==> src/rtl/mips_muldiv_seq_if.sv <==
// Request/result bundle between the MIPS controller/datapath and the HI/LO
// multiply/divide sequencer.
interface mips_muldiv_seq_if #(
  parameter int DATA_WIDTH = 32
);
  logic                  start;
  logic [1:0]            op;
  logic [DATA_WIDTH-1:0] rs_val;
  logic [DATA_WIDTH-1:0] rt_val;
  logic                  flush;
  logic                  busy;
  logic                  done;
  logic                  div_zero;
  logic [DATA_WIDTH-1:0] hi_out;
  logic [DATA_WIDTH-1:0] lo_out;

  modport master (
    output start, op, rs_val, rt_val, flush,
    input  busy, done, div_zero, hi_out, lo_out
  );

  modport slave (
    input  start, op, rs_val, rt_val, flush,
    output busy, done, div_zero, hi_out, lo_out
  );
endinterface

==> src/rtl/mips_muldiv_seq.sv <==
// One-bit-per-cycle MULT/MULTU/DIV/DIVU engine feeding HI/LO. Operands are
// made unsigned on accept; signs are re-applied in a single SIGN cycle.
module mips_muldiv_seq #(
  parameter int DATA_WIDTH = 32
) (
  input  logic             clk,
  input  logic             rst_n,
  mips_muldiv_seq_if.slave md_io
);
  localparam int W  = DATA_WIDTH;
  localparam int CW = $clog2(W);

  typedef enum logic [1:0] {IDLE, CALC, SIGN, DONE} state_t;

  state_t           state_q;
  logic [2*W-1:0]   acc_q;
  logic [W-1:0]     dvs_q;
  logic [CW-1:0]    cnt_q;
  logic             is_div_q;
  logic             neg_quo_q;
  logic             neg_rem_q;
  logic             busy_q;
  logic             done_q;
  logic             dz_q;
  logic [W-1:0]     hi_q;
  logic [W-1:0]     lo_q;

  logic             signed_op;
  logic             rs_neg;
  logic             rt_neg;
  logic [W-1:0]     rs_abs;
  logic [W-1:0]     rt_abs;
  logic [W:0]       mul_sum;
  logic [2*W-1:0]   mul_next;
  logic [W-1:0]     div_diff;
  logic [2*W-1:0]   div_next;
  logic [2*W-1:0]   prod_signed;
  logic [W-1:0]     res_hi;
  logic [W-1:0]     res_lo;

  always_comb begin
    signed_op = ~md_io.op[0];
    rs_neg    = signed_op & md_io.rs_val[W-1];
    rt_neg    = signed_op & md_io.rt_val[W-1];
    rs_abs    = rs_neg ? (~md_io.rs_val + 1'b1) : md_io.rs_val;
    rt_abs    = rt_neg ? (~md_io.rt_val + 1'b1) : md_io.rt_val;

    // Multiply: LO half holds the remaining multiplier bits, shifted out LSB first.
    mul_sum  = {1'b0, acc_q[2*W-1:W]} + {1'b0, (acc_q[0] ? dvs_q : {W{1'b0}})};
    mul_next = {mul_sum, acc_q[W-1:1]};

    // Restoring divide: HI is the partial remainder, LO shifts dividend out / quotient in.
    div_diff = {acc_q[2*W-2:W], acc_q[W-1]} - dvs_q;
    if ({acc_q[2*W-1:W], acc_q[W-1]} >= {1'b0, dvs_q})
      div_next = {div_diff, acc_q[W-2:0], 1'b1};
    else
      div_next = {acc_q[2*W-2:0], 1'b0};

    prod_signed = neg_quo_q ? (~acc_q + 1'b1) : acc_q;
    if (is_div_q) begin
      res_hi = neg_rem_q ? (~acc_q[2*W-1:W] + 1'b1) : acc_q[2*W-1:W];
      res_lo = neg_quo_q ? (~acc_q[W-1:0] + 1'b1)   : acc_q[W-1:0];
    end else begin
      res_hi = prod_signed[2*W-1:W];
      res_lo = prod_signed[W-1:0];
    end
  end

  always_ff @(posedge clk or negedge rst_n) begin
    if (!rst_n) begin
      state_q   <= IDLE;
      acc_q     <= '0;
      dvs_q     <= '0;
      cnt_q     <= '0;
      is_div_q  <= 1'b0;
      neg_quo_q <= 1'b0;
      neg_rem_q <= 1'b0;
      busy_q    <= 1'b0;
      done_q    <= 1'b0;
      dz_q      <= 1'b0;
      hi_q      <= '0;
      lo_q      <= '0;
    end else begin
      done_q <= 1'b0;
      dz_q   <= 1'b0;
      case (state_q)
        IDLE: begin
          if (md_io.start && !md_io.flush) begin
            is_div_q <= md_io.op[1];
            busy_q   <= 1'b1;
            if (md_io.op[1] && (md_io.rt_val == '0)) begin
              hi_q    <= md_io.rs_val;
              lo_q    <= '1;
              dz_q    <= 1'b1;
              done_q  <= 1'b1;
              state_q <= DONE;
            end else begin
              acc_q     <= {{W{1'b0}}, rs_abs};
              dvs_q     <= rt_abs;
              neg_quo_q <= rs_neg ^ rt_neg;
              neg_rem_q <= rs_neg;
              cnt_q     <= CW'(W - 1);
              state_q   <= CALC;
            end
          end
        end
        CALC: begin
          if (md_io.flush) begin
            busy_q  <= 1'b0;
            state_q <= IDLE;
          end else begin
            acc_q <= is_div_q ? div_next : mul_next;
            cnt_q <= cnt_q - 1'b1;
            if (cnt_q == '0)
              state_q <= SIGN;
          end
        end
        SIGN: begin
          if (md_io.flush) begin
            busy_q  <= 1'b0;
            state_q <= IDLE;
          end else begin
            hi_q    <= res_hi;
            lo_q    <= res_lo;
            done_q  <= 1'b1;
            state_q <= DONE;
          end
        end
        default: begin
          // Result already committed, so a flush here changes nothing.
          busy_q  <= 1'b0;
          state_q <= IDLE;
        end
      endcase
    end
  end

  assign md_io.busy     = busy_q;
  assign md_io.done     = done_q;
  assign md_io.div_zero = dz_q;
  assign md_io.hi_out   = hi_q;
  assign md_io.lo_out   = lo_q;
endmodule

==> src/flat_wrapper.sv <==
// flat-port wrapper written by rule: the top's interface ports become plain ports
module mips_muldiv_seq_flat 
#(
  parameter int DATA_WIDTH = 32
)
  (clk, rst_n, md_io_start, md_io_op, md_io_rs_val, md_io_rt_val, md_io_flush, md_io_busy, md_io_done, md_io_div_zero, md_io_hi_out, md_io_lo_out);
  mips_muldiv_seq_if #(.DATA_WIDTH(DATA_WIDTH)) md_io_i ();
  input  logic clk;
  input  logic rst_n;
  input wire logic [$bits(md_io_i.start)-1:0] md_io_start;
  input wire logic [$bits(md_io_i.op)-1:0] md_io_op;
  input wire logic [$bits(md_io_i.rs_val)-1:0] md_io_rs_val;
  input wire logic [$bits(md_io_i.rt_val)-1:0] md_io_rt_val;
  input wire logic [$bits(md_io_i.flush)-1:0] md_io_flush;
  output wire logic [$bits(md_io_i.busy)-1:0] md_io_busy;
  output wire logic [$bits(md_io_i.done)-1:0] md_io_done;
  output wire logic [$bits(md_io_i.div_zero)-1:0] md_io_div_zero;
  output wire logic [$bits(md_io_i.hi_out)-1:0] md_io_hi_out;
  output wire logic [$bits(md_io_i.lo_out)-1:0] md_io_lo_out;
  assign md_io_i.start = md_io_start;
  assign md_io_i.op = md_io_op;
  assign md_io_i.rs_val = md_io_rs_val;
  assign md_io_i.rt_val = md_io_rt_val;
  assign md_io_i.flush = md_io_flush;
  assign md_io_busy = md_io_i.busy;
  assign md_io_done = md_io_i.done;
  assign md_io_div_zero = md_io_i.div_zero;
  assign md_io_hi_out = md_io_i.hi_out;
  assign md_io_lo_out = md_io_i.lo_out;
  mips_muldiv_seq #(.DATA_WIDTH(DATA_WIDTH)) u_core (.clk(clk), .rst_n(rst_n), .md_io(md_io_i));
endmodule
==> config.mk <==
export PLATFORM = sky130hd
export DESIGN_NAME = mips_muldiv_seq_flat
export DESIGN_NICKNAME = d
export VERILOG_FILES = /design/src/rtl/mips_muldiv_seq_if.sv /design/src/rtl/mips_muldiv_seq.sv /design/src/flat_wrapper.sv
export SDC_FILE = /design/constraint.sdc
export NUM_CORES = 1
export LEC_CHECK = 0
export CAP_MARGIN = 40
export CORE_ASPECT_RATIO = 1.25
export CORE_MARGIN = 10
export CORE_UTILIZATION = 54
export CTS_CLUSTER_SIZE = 12
export DETAILED_ROUTE_END_ITERATION = 7
export GPL_ROUTABILITY_DRIVEN = 0
export PLACE_DENSITY_LB_ADDON = 0.05
export RECOVER_POWER = 25
export SETUP_SLACK_MARGIN = 0.3
export SYNTH_ARGS = -nofsm -noshare
export SYNTH_HDL_FRONTEND = slang
export SYNTH_SLANG_ARGS = --single-unit
==> constraint.sdc <==
create_clock -name clk -period 4.9 [get_ports clk]
set_input_delay 0.735 -clock clk [delete_from_list [all_inputs] [get_ports clk]]
set_output_delay 0.735 -clock clk [all_outputs]
set_load 0.005 [all_outputs]
### Word-level counts from Yosys, hierarchy flattened

Cells that the tools add are included.

* $add $sub $neg: 8
* order comparisons: 1
* equality and inequality tests: 9
* multiplexer cells: 40
* bitwise gates (word level): 10
* reduce and logical (&&, ||, !) cells: 15

Operators by type and width (number)
* $mux 32: 13
* $mux 64: 6
* $add 32x1->32 const B: 4
* $not 32->32: 4
* $pmux 32 s2: 2
* $pmux 64 s2: 1
* $add 64x1->64 const B: 1
* $not 64->64: 1
* $add 32x32->33: 1
* $ge 33x32->1: 1
* $logic_not 32->1: 1
* $sub 32x32->32: 1
* $mux 5: 3
* $mux 2: 5
* $pmux 5 s2: 1
* $reduce_and 4->1: 2
* $mux 1: 6
* $ne 2x1->1 const B: 3
* $ne 2x2->1 const B: 3
* $pmux 2 s3: 1
* $reduce_and 2->1: 3
* $logic_not 5->1: 1
* $sub 5x1->5 const B: 1
* $pmux 1 s2: 2
* other kinds (12): 16

* register bits: 173
* bits of input ports: 70
* output and inout port bits: 67

### Longest topological paths before layout

* depth in word-level cells: 6
* mapped depth: 16
* depth with buffers taken out: 14

### Worst setup path after synthesis

Ideal clock, no wire load.

* path kind: register to register
* from: reg u_core.acc_q[0]
* to: reg u_core.acc_q[63]
* library setup time: 122 ps
* arrival: 3254 ps
* data required time: 4778 ps
* slack: 1525 ps
* cell stages (with the launch flop): 15
* path buffers: 1
* clock period less this slack: 3375 ps
* cell sequence: dfrtp_1 inv_1 clkbuf_1 nor2_1 ha_1 o211a_1 o31ai_1 a2111oi_0 o31a_1 a211o_1 o31a_1 a31o_1 nor2_1 o211ai_1 a32o_1

* cells in the longest elaborated chain, start to end: 5

RTL lines
* start: declaration: line mips_muldiv_seq.sv:16 `logic [2*W-1:0] acc_q;`
* start signal: assignment: line mips_muldiv_seq.sv:98 `acc_q <= {{W{1'b0}}, rs_abs};`
* start signal: assignment: line mips_muldiv_seq.sv:112 `acc_q <= is_div_q ? div_next : mul_next;`
* $mux 32: line mips_muldiv_seq.sv:49 `mul_sum = {1'b0, acc_q[2*W-1:W]} + {1'b0, (acc_q[0] ? dvs_q : {W{1'b0}})};`
* $add 32x32->33: line mips_muldiv_seq.sv:49
* $mux 64: line mips_muldiv_seq.sv:112
* $mux 64: line mips_muldiv_seq.sv:108 `if (md_io.flush) begin`
* $pmux 64 s2: line mips_muldiv_seq.sv:86 `case (state_q)`

Every way passes these cells. The select of a mux whose other input is x is not followed.
A chain may end at the register's enable or synchronous reset.

### Final worst setup path

* from: reg u_core.acc_q[0]
* to: reg u_core.acc_q[62]

Same word-level chain as after synthesis.

==> results.cfg <==
[yosys]
synth-edff-count = 0
share_of_the_synthesized_area_in_the_top_cell_type_pct = 30.16
yosys_most_used_dff = sky130_fd_sc_hd__dfrtp_1
synthesis.yosys.warnings = 0
synth_fp_nets = 1977
synth.area.top_cells = sky130_fd_sc_hd__dfrtp_1 30%, sky130_fd_sc_hd__a21oi_1 7.1%, sky130_fd_sc_hd__ha_1 6.4%, sky130_fd_sc_hd__o21ai_0 5.5%, sky130_fd_sc_hd__xor2_1 5.5%
synth.yosys.seq_area_share_pct = 30.16
synth.lib_cells_used.distinct = 79
syn-instance-count = 1831
syn-mean-instance-area_um2 = 7.841
syn_area_mm2 = 0.01436
yosys_register_bits = 173
post-synth-top-area-cell = sky130_fd_sc_hd__dfrtp_1
ys_async_sr_fraction_pct = 100.0

[sta]
timing_worst_slew_pin_value_ns = 2.353
hold_violations = 0
drv_slew = 93
grt_setup_unrepaired = false
final.setup.tns_ns = 0
timing.final.crit_share_pct = 86.46
min_period_ns = 4.236
maxSlewHeadroom_pct = -56.90
postLayoutSetupSlackWorst_ns = 0.6637
skew_ns = 0.008909
setup_viol = 0
timing.fmax_ghz = 0.2361

[clock_tree]
tritoncts = yes
cts_made_buffers = 17
post_cts_resized = 0
cts_setup_buffers = 0
clkSinkCount = 173
cts.reportedPaths.clkPinSlew_ns = 0.07
clock_insertion_delay_worst_skew_ns = 0.45
hold_buffer_count_at_cts = 0
cts_buffer_depth = 2
clock_tree_root = sky130_fd_sc_hd__clkbuf_16
clock_tree.htree_level_count = 4

[power_and_ir_drop]
p_sw_share_pct = 48.85
pwr-share-clk_pct = 11.6
power.density_mw_per_mm2 = 686.3
max-vdd-ir-drop_mv = 0.3037
power.net_switching_mw = 5.556
power.sequential.fraction_pct = 24.2
cell_internal_pwr_mw = 5.819
power_frac_comb_pct = 64.1
power.static_leakage_nw = 7.335

[hold_path]
min_to = u_core.dvs_q[25]
number_of_cells_traversed_by_the_worst_hold_path = 2
holdCritPathClass = flip-flop to flip-flop
hold_path_startpoint = u_core.dvs_q[25]

[cells_and_area]
final_nets = 2065
num-fill-cells = 2436
leading_cell_types_in_the_layout_fill_and_taps_excluded = 204 x sky130_fd_sc_hd__a21oi_1, 196 x sky130_fd_sc_hd__nand2_1, 188 x sky130_fd_sc_hd__nor2_1
final_layout_size_suffix_gt1_share_pct = 5.280
multi_input_comb_area_mm2 = 0.009360
final_common_cell = sky130_fd_sc_hd__a21oi_1
antenna_cells = 0
register_area_mm2 = 0.004330
layout-area-overhead-vs-synth_pct = 15.45
postLayoutCoreUtil_pct = 63.52

[worst_setup_path]
r2r_end = u_core.acc_q[62]
setup.reg_to_reg.worst_slack_ns = 0.66
ff2ff_path_depth = 14
critical_path.startpoint_type = flip-flop
worstPathArrival_ns = 4.56
rr_startpoint = u_core.acc_q[0]
path_max_fanout = 26
timing_worst_setup_path_type = flip-flop to flip-flop
required_worst_endpoint_ns = 5.22
setup.worst_path.end_class = flip-flop

[place]
post-place-ws_ns = 0.5234
port-buffer-count = 136
dp.final_hpwl_um = 34770

[route]
route.vias.total = 13760
detail_route.first_pass.iterations = 6
vias_per_cell = 6.058
routed_wl_um = 44360
drt_first_iter_violations = 838
drt-wirelength-per-cell_um = 19.52
route.antenna.remaining_nets = 0
post-route-drc-count = 0

[die]
floorplan.initialDensity_pct = 55.02
core.rowCount = 66
floorplan.die.height_um = 202.3
core_area_mm2 = 0.02610
floorplan.die.width_um = 165.8
die_area_mm2 = 0.03355
design.portCount = 137

[grt]
met2_track_demand_over_resource_in_global_routing_pct = 46.32
grt_pass1_wl_um = 70720
met3_usage_pct = 3.707
grt_max_degree = 94
grt_usage_pct = 25.60
grt_remaining_overflow = 0
busiest_layer = met2
grt_antenna_before_repair = 0
vias_in_the_first_global_route = 13510
grtUsageMet1_pct = 28.52

[run_status]
status = complete, but fails checks
violations = capacitance limit, slew limit

[run]
cap_viol_max_count = 1
[layout make-up]
class	instances	share of cell area, %
sequential	173	26.13
multi-input combinational	1486	56.47
clock inverter	14	0.7247
timing repair buffer	169	9.829
inverter	72	1.631
tap	340	2.567
clock buffer	18	2.650
[through the flow]
stage	instance area (um^2)	instances	power, mW	hold WS, ns
2_1_floorplan	14360	1831	7.724	0.4394
3_3_place_gp	16010	2238	9.841	0.4646
3_5_place_dp	16020	2240	9.986	0.4700
4_1_cts	16580	2272	11.32	0.3891
5_1_grt	16570	2272	12.28	0.5171
6_report	16570	2272	11.38	0.4789
[flip-flops by register name, summed over array words and instances (netlist names)]
| register | count |
|---|---|
| u_core.acc_q | 64 |
| u_core.neg_rem_q | 1 |
| u_core.cnt_q | 5 |
| u_core.md_io.div_zero | 1 |
| u_core.md_io.done | 1 |
| u_core.md_io.hi_out | 32 |
| u_core.md_io.busy | 1 |
| u_core.md_io.lo_out | 32 |
| u_core.neg_quo_q | 1 |
| u_core.is_div_q | 1 |
| u_core.dvs_q | 32 |
| u_core.state_q | 2 |
[cell usage after synthesis (18+ instances only)]
cell	n
sky130_fd_sc_hd__a21oi_1	204
sky130_fd_sc_hd__nand2_1	197
sky130_fd_sc_hd__nor2_1	188
sky130_fd_sc_hd__dfrtp_1	173
sky130_fd_sc_hd__o21ai_0	158
sky130_fd_sc_hd__xor2_1	90
sky130_fd_sc_hd__xnor2_1	85
sky130_fd_sc_hd__ha_1	74
sky130_fd_sc_hd__inv_1	72
sky130_fd_sc_hd__clkbuf_1	65
sky130_fd_sc_hd__mux2i_1	54
sky130_fd_sc_hd__o21ai_1	48
sky130_fd_sc_hd__nor3_1	30
sky130_fd_sc_hd__a21o_1	27
sky130_fd_sc_hd__nand3_1	25
sky130_fd_sc_hd__or3_1	23
sky130_fd_sc_hd__buf_2	22
sky130_fd_sc_hd__o31ai_1	22
sky130_fd_sc_hd__nor2b_1	18
[power by group through the flow]
stage	logic, mW	registers, mW	clock network (mW)
global placement	7.09	2.75	0
detailed placement	7.22	2.77	0
floorplan	5.17	2.55	0
CTS	7.25	2.74	1.34
finish	7.29	2.76	1.33
global route	8.03	2.85	1.40
[logic make-up after synthesis]
group | Yosys count | share of synthesized area (%)
AND/OR/NAND/NOR | 590 | 19.09
flip-flops | 173 | 30.16
XOR/XNOR | 175 | 10.68
multiplexers | 63 | 4.471
AO/OA/AOI/OAI | 582 | 24.12
adder cells (fa/ha/maj) | 76 | 6.728
buffers and inverters | 172 | 4.767
[critical path, stage by stage (launching register included)]
cell                        delay, ns
sky130_fd_sc_hd__dfrtp_1         0.47
sky130_fd_sc_hd__inv_1           0.28
sky130_fd_sc_hd__buf_4           0.34
sky130_fd_sc_hd__nor2_1          0.10
sky130_fd_sc_hd__ha_1            0.34
sky130_fd_sc_hd__a2111oi_0       0.47
sky130_fd_sc_hd__o21ai_0         0.23
sky130_fd_sc_hd__a21oi_1         0.50
sky130_fd_sc_hd__a2111oi_0       0.29
sky130_fd_sc_hd__o211a_1         0.30
sky130_fd_sc_hd__o221ai_1        0.27
sky130_fd_sc_hd__o21ai_0         0.15
sky130_fd_sc_hd__xor2_1          0.17
sky130_fd_sc_hd__nand2_1         0.08
sky130_fd_sc_hd__o2111ai_1       0.11
[how the worst max path moves through the flow]
stage / startpoint / end / depth (start not counted)
2_1_floorplan: u_core.acc_q[0] / u_core.acc_q[63] / 14
3_3_place_gp: md_io_rt_val[6] / u_core.acc_q[57] / 11
3_5_place_dp: md_io_rt_val[6] / u_core.md_io.lo_out[15] / 12
4_1_cts: u_core.acc_q[0] / u_core.acc_q[61] / 13
5_1_grt: u_core.acc_q[32] / u_core.acc_q[62] / 11
6_report: u_core.acc_q[0] / u_core.acc_q[62] / 14
[layer usage]
metal	wire length (um)	share of wire, %
met1	17420	39
met2	22360	50
met4	2252	5.1
met5	0	0
met3	2323	5.2
No activity file was read; power rests on OpenSTA's default activity.
